File: config.mk
export PLATFORM = sky130hd
export DESIGN_NAME = bellek_hakemi
export DESIGN_NICKNAME = d
export VERILOG_FILES = /design/src/rtl/bellek_hakemi.sv
export SDC_FILE = /design/constraint.sdc
export NUM_CORES = 1
export LEC_CHECK = 0
export ABC_AREA = 1
export CAP_MARGIN = 20
export CELL_PAD_IN_SITES_DETAIL_PLACEMENT = 2
export CELL_PAD_IN_SITES_GLOBAL_PLACEMENT = 2
export CORE_MARGIN = 2
export CORE_UTILIZATION = 22
export CTS_CLUSTER_DIAMETER = 100
export DETAILED_ROUTE_END_ITERATION = 6
export GPL_ROUTABILITY_DRIVEN = 1
export MAX_ROUTING_LAYER = met4
export PLACE_DENSITY = 0.8
export SLEW_MARGIN = 30
export SYNTH_ARGS = -nofsm -noshare
export SYNTH_HDL_FRONTEND = slang
export SYNTH_SLANG_ARGS = --single-unit
File: constraint.sdc
create_clock -name clk_i -period 1.5 [get_ports clk_i]
set_clock_uncertainty 0.1 [all_clocks]
set_input_delay 0.45 -clock clk_i [delete_from_list [all_inputs] [get_ports clk_i]]
set_output_delay 0.45 -clock clk_i [all_outputs]
set_load 0.05 [all_outputs]
File: src/rtl/bellek_hakemi.sv
// Round-robin arbiter between instruction-cache and data-cache refill/write
// ports and the single iomem bus; line reads are bursts, writes are single words.
module bellek_hakemi #(
  parameter int unsigned HAT_KELIME = 4
) (
  input  logic        clk_i,
  input  logic        rst_i,
  input  logic        bo_istek_i,
  input  logic [31:0] bo_adres_i,
  output logic [31:0] bo_veri_o,
  output logic        bo_gecerli_o,
  output logic        bo_bitti_o,
  input  logic        vo_istek_i,
  input  logic        vo_yaz_i,
  input  logic [31:0] vo_adres_i,
  input  logic [31:0] vo_yaz_veri_i,
  input  logic [3:0]  vo_wstrb_i,
  output logic [31:0] vo_veri_o,
  output logic        vo_gecerli_o,
  output logic        vo_bitti_o,
  output logic        iomem_valid,
  input  logic        iomem_ready,
  output logic [3:0]  iomem_wstrb,
  output logic [31:0] iomem_addr,
  output logic [31:0] iomem_wdata,
  input  logic [31:0] iomem_rdata
);

  localparam int unsigned KW  = $clog2(HAT_KELIME);
  localparam int unsigned OFS = KW + 2;
  localparam logic [KW-1:0] K_SON = KW'(HAT_KELIME - 1);

  typedef enum logic [1:0] {BOSTA, OKU, YAZ, BITIS} durum_t;

  durum_t          durum_q, durum_d;
  logic            son_q, son_d;       // last grantee: 1 = data cache
  logic            sahip_q, sahip_d;   // current grantee: 1 = data cache
  logic [KW-1:0]   k_q, k_d;
  logic [KW-1:0]   k_art;
  logic [31:OFS]   hat_q, hat_d;
  logic            bo_sec, vo_sec;

  logic            valid_d;
  logic [3:0]      wstrb_d;
  logic [31:0]     addr_d, wdata_d;
  logic [31:0]     bo_veri_d, vo_veri_d;
  logic            bo_gecerli_d, bo_bitti_d, vo_gecerli_d, vo_bitti_d;

  // Line-offset bits of the request addresses are ignored by design.
  logic unused_adres;
  assign unused_adres = ^{bo_adres_i[OFS-1:0], vo_adres_i[1:0]};

  always_comb begin
    durum_d      = durum_q;
    son_d        = son_q;
    sahip_d      = sahip_q;
    k_d          = k_q;
    hat_d        = hat_q;
    valid_d      = iomem_valid;
    addr_d       = iomem_addr;
    wstrb_d      = iomem_wstrb;
    wdata_d      = iomem_wdata;
    bo_veri_d    = bo_veri_o;
    vo_veri_d    = vo_veri_o;
    bo_gecerli_d = 1'b0;
    bo_bitti_d   = 1'b0;
    vo_gecerli_d = 1'b0;
    vo_bitti_d   = 1'b0;
    k_art        = k_q + 1'b1;
    bo_sec       = bo_istek_i && (!vo_istek_i || son_q);
    vo_sec       = vo_istek_i && !bo_sec;

    case (durum_q)
      BOSTA: begin
        if (bo_sec) begin
          sahip_d = 1'b0;
          son_d   = 1'b0;
          hat_d   = bo_adres_i[31:OFS];
          k_d     = '0;
          valid_d = 1'b1;
          addr_d  = {bo_adres_i[31:OFS], {OFS{1'b0}}};
          wstrb_d = '0;
          wdata_d = '0;
          durum_d = OKU;
        end else if (vo_sec) begin
          sahip_d = 1'b1;
          son_d   = 1'b1;
          k_d     = '0;
          valid_d = 1'b1;
          if (vo_yaz_i) begin
            addr_d  = {vo_adres_i[31:2], 2'b00};
            wdata_d = vo_yaz_veri_i;
            wstrb_d = vo_wstrb_i;
            durum_d = YAZ;
          end else begin
            hat_d   = vo_adres_i[31:OFS];
            addr_d  = {vo_adres_i[31:OFS], {OFS{1'b0}}};
            wstrb_d = '0;
            wdata_d = '0;
            durum_d = OKU;
          end
        end
      end
      OKU: begin
        if (iomem_ready) begin
          if (sahip_q) begin
            vo_veri_d    = iomem_rdata;
            vo_gecerli_d = 1'b1;
          end else begin
            bo_veri_d    = iomem_rdata;
            bo_gecerli_d = 1'b1;
          end
          if (k_q == K_SON) begin
            valid_d = 1'b0;
            addr_d  = '0;
            k_d     = '0;
            durum_d = BITIS;
            if (sahip_q) vo_bitti_d = 1'b1;
            else         bo_bitti_d = 1'b1;
          end else begin
            // offset field is exactly KW bits wide, so the line is never crossed
            k_d    = k_art;
            addr_d = {hat_q, k_art, 2'b00};
          end
        end
      end
      YAZ: begin
        if (iomem_ready) begin
          valid_d    = 1'b0;
          addr_d     = '0;
          wdata_d    = '0;
          wstrb_d    = '0;
          vo_bitti_d = 1'b1;
          durum_d    = BITIS;
        end
      end
      BITIS: durum_d = BOSTA;
      default: durum_d = BOSTA;
    endcase
  end

  always_ff @(posedge clk_i or negedge rst_i) begin
    if (!rst_i) begin
      durum_q      <= BOSTA;
      son_q        <= 1'b1;
      sahip_q      <= 1'b0;
      k_q          <= '0;
      hat_q        <= '0;
      iomem_valid  <= 1'b0;
      iomem_addr   <= '0;
      iomem_wstrb  <= '0;
      iomem_wdata  <= '0;
      bo_veri_o    <= '0;
      vo_veri_o    <= '0;
      bo_gecerli_o <= 1'b0;
      bo_bitti_o   <= 1'b0;
      vo_gecerli_o <= 1'b0;
      vo_bitti_o   <= 1'b0;
    end else begin
      durum_q      <= durum_d;
      son_q        <= son_d;
      sahip_q      <= sahip_d;
      k_q          <= k_d;
      hat_q        <= hat_d;
      iomem_valid  <= valid_d;
      iomem_addr   <= addr_d;
      iomem_wstrb  <= wstrb_d;
      iomem_wdata  <= wdata_d;
      bo_veri_o    <= bo_veri_d;
      vo_veri_o    <= vo_veri_d;
      bo_gecerli_o <= bo_gecerli_d;
      bo_bitti_o   <= bo_bitti_d;
      vo_gecerli_o <= vo_gecerli_d;
      vo_bitti_o   <= vo_bitti_d;
    end
  end

endmodule

==> results.cfg <==
[global_route]
antenna_found_initial = 2
grt_max_degree = 39
grt.overflow.total = 0
grt_pass1_wl_microns = 56210
gr-usage-all-layers = 0.2136
grt_pass1_vias = 9114

[routing]
drc = 0
wl_per_cell_microns = 27.50
avgViaCountPerCell = 4.778
drtAntennaViolNets = 0
wl_microns = 51240
vias = 8902
dr.first_iter.drc_count = 352
first_pass_iters = 4

[critical_path]
cp_max_fo = 6
endpoint_kind = flop
crit_type = flop to flop
cp_data_arrival_time_ps = 2140
start_kind = flop
worstPathRequired_ps = 1780

[final_layout]
area_growth_pct = 127.3
fin_nets = 1543
final_common_cell = nand2_1
postLayoutCoreUtil = 0.5108
layout_common_cells = nand2_1 (204), buf_12 (169), clkdlybuf4s50_1 (129), buf_4 (121), dfrtp_1 (104)
drive_gt1_frac = 0.5489
fill_cells = 3244
final_cells = 1863

[yosys]
yosysWarningCount = 0
synth-seq-area-share = 0.5585
netlist_area_sq_um = 7575
avgSynthCellArea_sq_um = 8.016
yosysUniqueCellTypes = 20
syn_inst = 945
ys_ff_latch = 169

[timing]
timing.final.crit_share = 1.238
setup_viol = 304
maxSlewViolCount = 0
finalHoldViolCount = 0
fin_ws_ps = -356.9
setup_tns_ps = -53350
min_period_ps = 1857
max_freq_mhz = 538.5
rsz0062_at_grt = yes

[clocking]
clockBufferDepth = 2
cts_made_buffers = 17
path_clk_slew_ps = 100
cts.sink_count = 169
clk_latency_ps = 440
h-tree-depth = 4
cts_tree = done
root_buffer = clkbuf_16

[floorplanning]
rows = 67
core_area_sq_um = 33700
die-area_sq_um = 35930
die_w_microns = 189.6
die_y_microns = 189.6
io_pins = 275
initial_core_util = 0.2248

[pwr]
p_per_area_nw_per_um2 = 2636
power_uw = 45370
peakVddDrop_uv = 1147
leakage_uw = 0.008138

[place]
gp_congestion = 0.7993
port_buffers = 266
dp_hpwl_microns = 23130
post-place-cells = 1656

[run]
maxCapViolations = 0

[min_path]
hold_class = primary input to asynchronous set/reset pin

[status]
status = complete, but fails checks
violations = setup timing
-- layout make-up --
class	count	area [sq um]	share of cell area
timing repair buffer	490	6909	0.4013
tap	448	560.5	0.03256
clock inverter	15	198.9	0.01156
antenna	3	7.507	0.0004361
inverter	104	420.4	0.02442
clock buffer	17	425.4	0.02471
sequential	169	4310	0.2504
multi-input combinational	617	4383	0.2546
-- cells in the mapped netlist, drive strengths merged --
cell type  number  area share
nand2         368        0.18
ha              6      0.0099
nor2            6      0.0043
nand3          93       0.062
clkbuf         15      0.0074
a21oi           2      0.0013
buf            42       0.028
dfrtp         168        0.56
o21ai         139       0.092
inv           104       0.052
conb            1     0.00050
dfstp           1      0.0035
-- metrics by stage --
stage	setup WS (ps)	hold slack [ps]	instance area [sq um]
floorplan	0.5969	54.41	7607
global placement	-812.0	283.6	12500
detailed placement	-911.2	288.2	12500
CTS	-236.4	389.1	14530
global route	-412.3	400.9	17220
finish	-356.9	381.9	17220
-- flip-flops by register name, summed over array words and instances (netlist names), 2 cells and up --
signal       count
iomem_addr      30
hat_q           28
k_q              2
durum_q          2
bo_veri_o       32
iomem_wdata     32
iomem_wstrb      4
vo_veri_o       32
-- logic make-up (layout without fill, tap and decap cells) --
logic type                 count (synthesis)  count (layout)  synth area share
and+or+nand+nor                          467             468            0.2507
DFF                                      169             169            0.5585
buffers and inverters                    161             626           0.08721
AOI/OAI and AO/OA                        141             141           0.09316
adders and majority gates                  6               6          0.009911
other                                      1               5         0.0004951
-- timing repair --
action	CTS	global route
pin swaps	28	62
gates resized for setup	227	458
hold buffers	1	0
endpoints found under the setup margin	302	304
hold endpoints to repair	21	0
buffers inserted	27	109
cloned	20	22
-- per-layer routing --
metal / vias to the layer above / track usage / wire length [microns]
li1: 3871 / - / -
met1: 4576 / 0.2442 / 18980
met2: 340 / 0.3717 / 27760
met3: 115 / 0.04981 / 2534
met4: 0 / 0.06530 / 1963
met5: - / - / 0
-- critical path: stages, from the launching register on --
cell and delay (ps):
dfrtp_2 460, inv_4 100, ha_4 140, buf_8 120, inv_4 40, nor2_4 150
buf_12 170, clkbuf_16 160, nand3_1 100, nand2_1 110, nand2_1 60, nand2_1 80
-- where the power goes --
group | leakage [uW] | internal, uW | switching [uW]
clock | 0.000306 | 2570 | 2430
sequential | 0.00208 | 6680 | 2640
combinational | 0.00575 | 14500 | 16500
total | 0.00814 | 23800 | 21600
-- worst paths after layout --
kind / start / endpoint / slack, ps / depth (start not counted)
max in group asynchronous: rst_i / iomem_wstrb[2]$_DFFE_PN0P_ / 300 / 3
min in group clk_i: hat_q[5]$_DFFE_PN0P_ / hat_q[5]$_DFFE_PN0P_ / 400 / 2
max: durum_q[1]$_DFFE_PN0P_ / iomem_addr[13]$_DFFE_PN0P_ / -360 / 11
max reg2reg: durum_q[1]$_DFFE_PN0P_ / iomem_addr[13]$_DFFE_PN0P_ / -360 / 11
min: rst_i / vo_veri_o[14]$_DFFE_PN0P_ / 380 / 2
min reg2reg: hat_q[5]$_DFFE_PN0P_ / hat_q[5]$_DFFE_PN0P_ / 400 / 2
(Power assumes the default switching activity.)
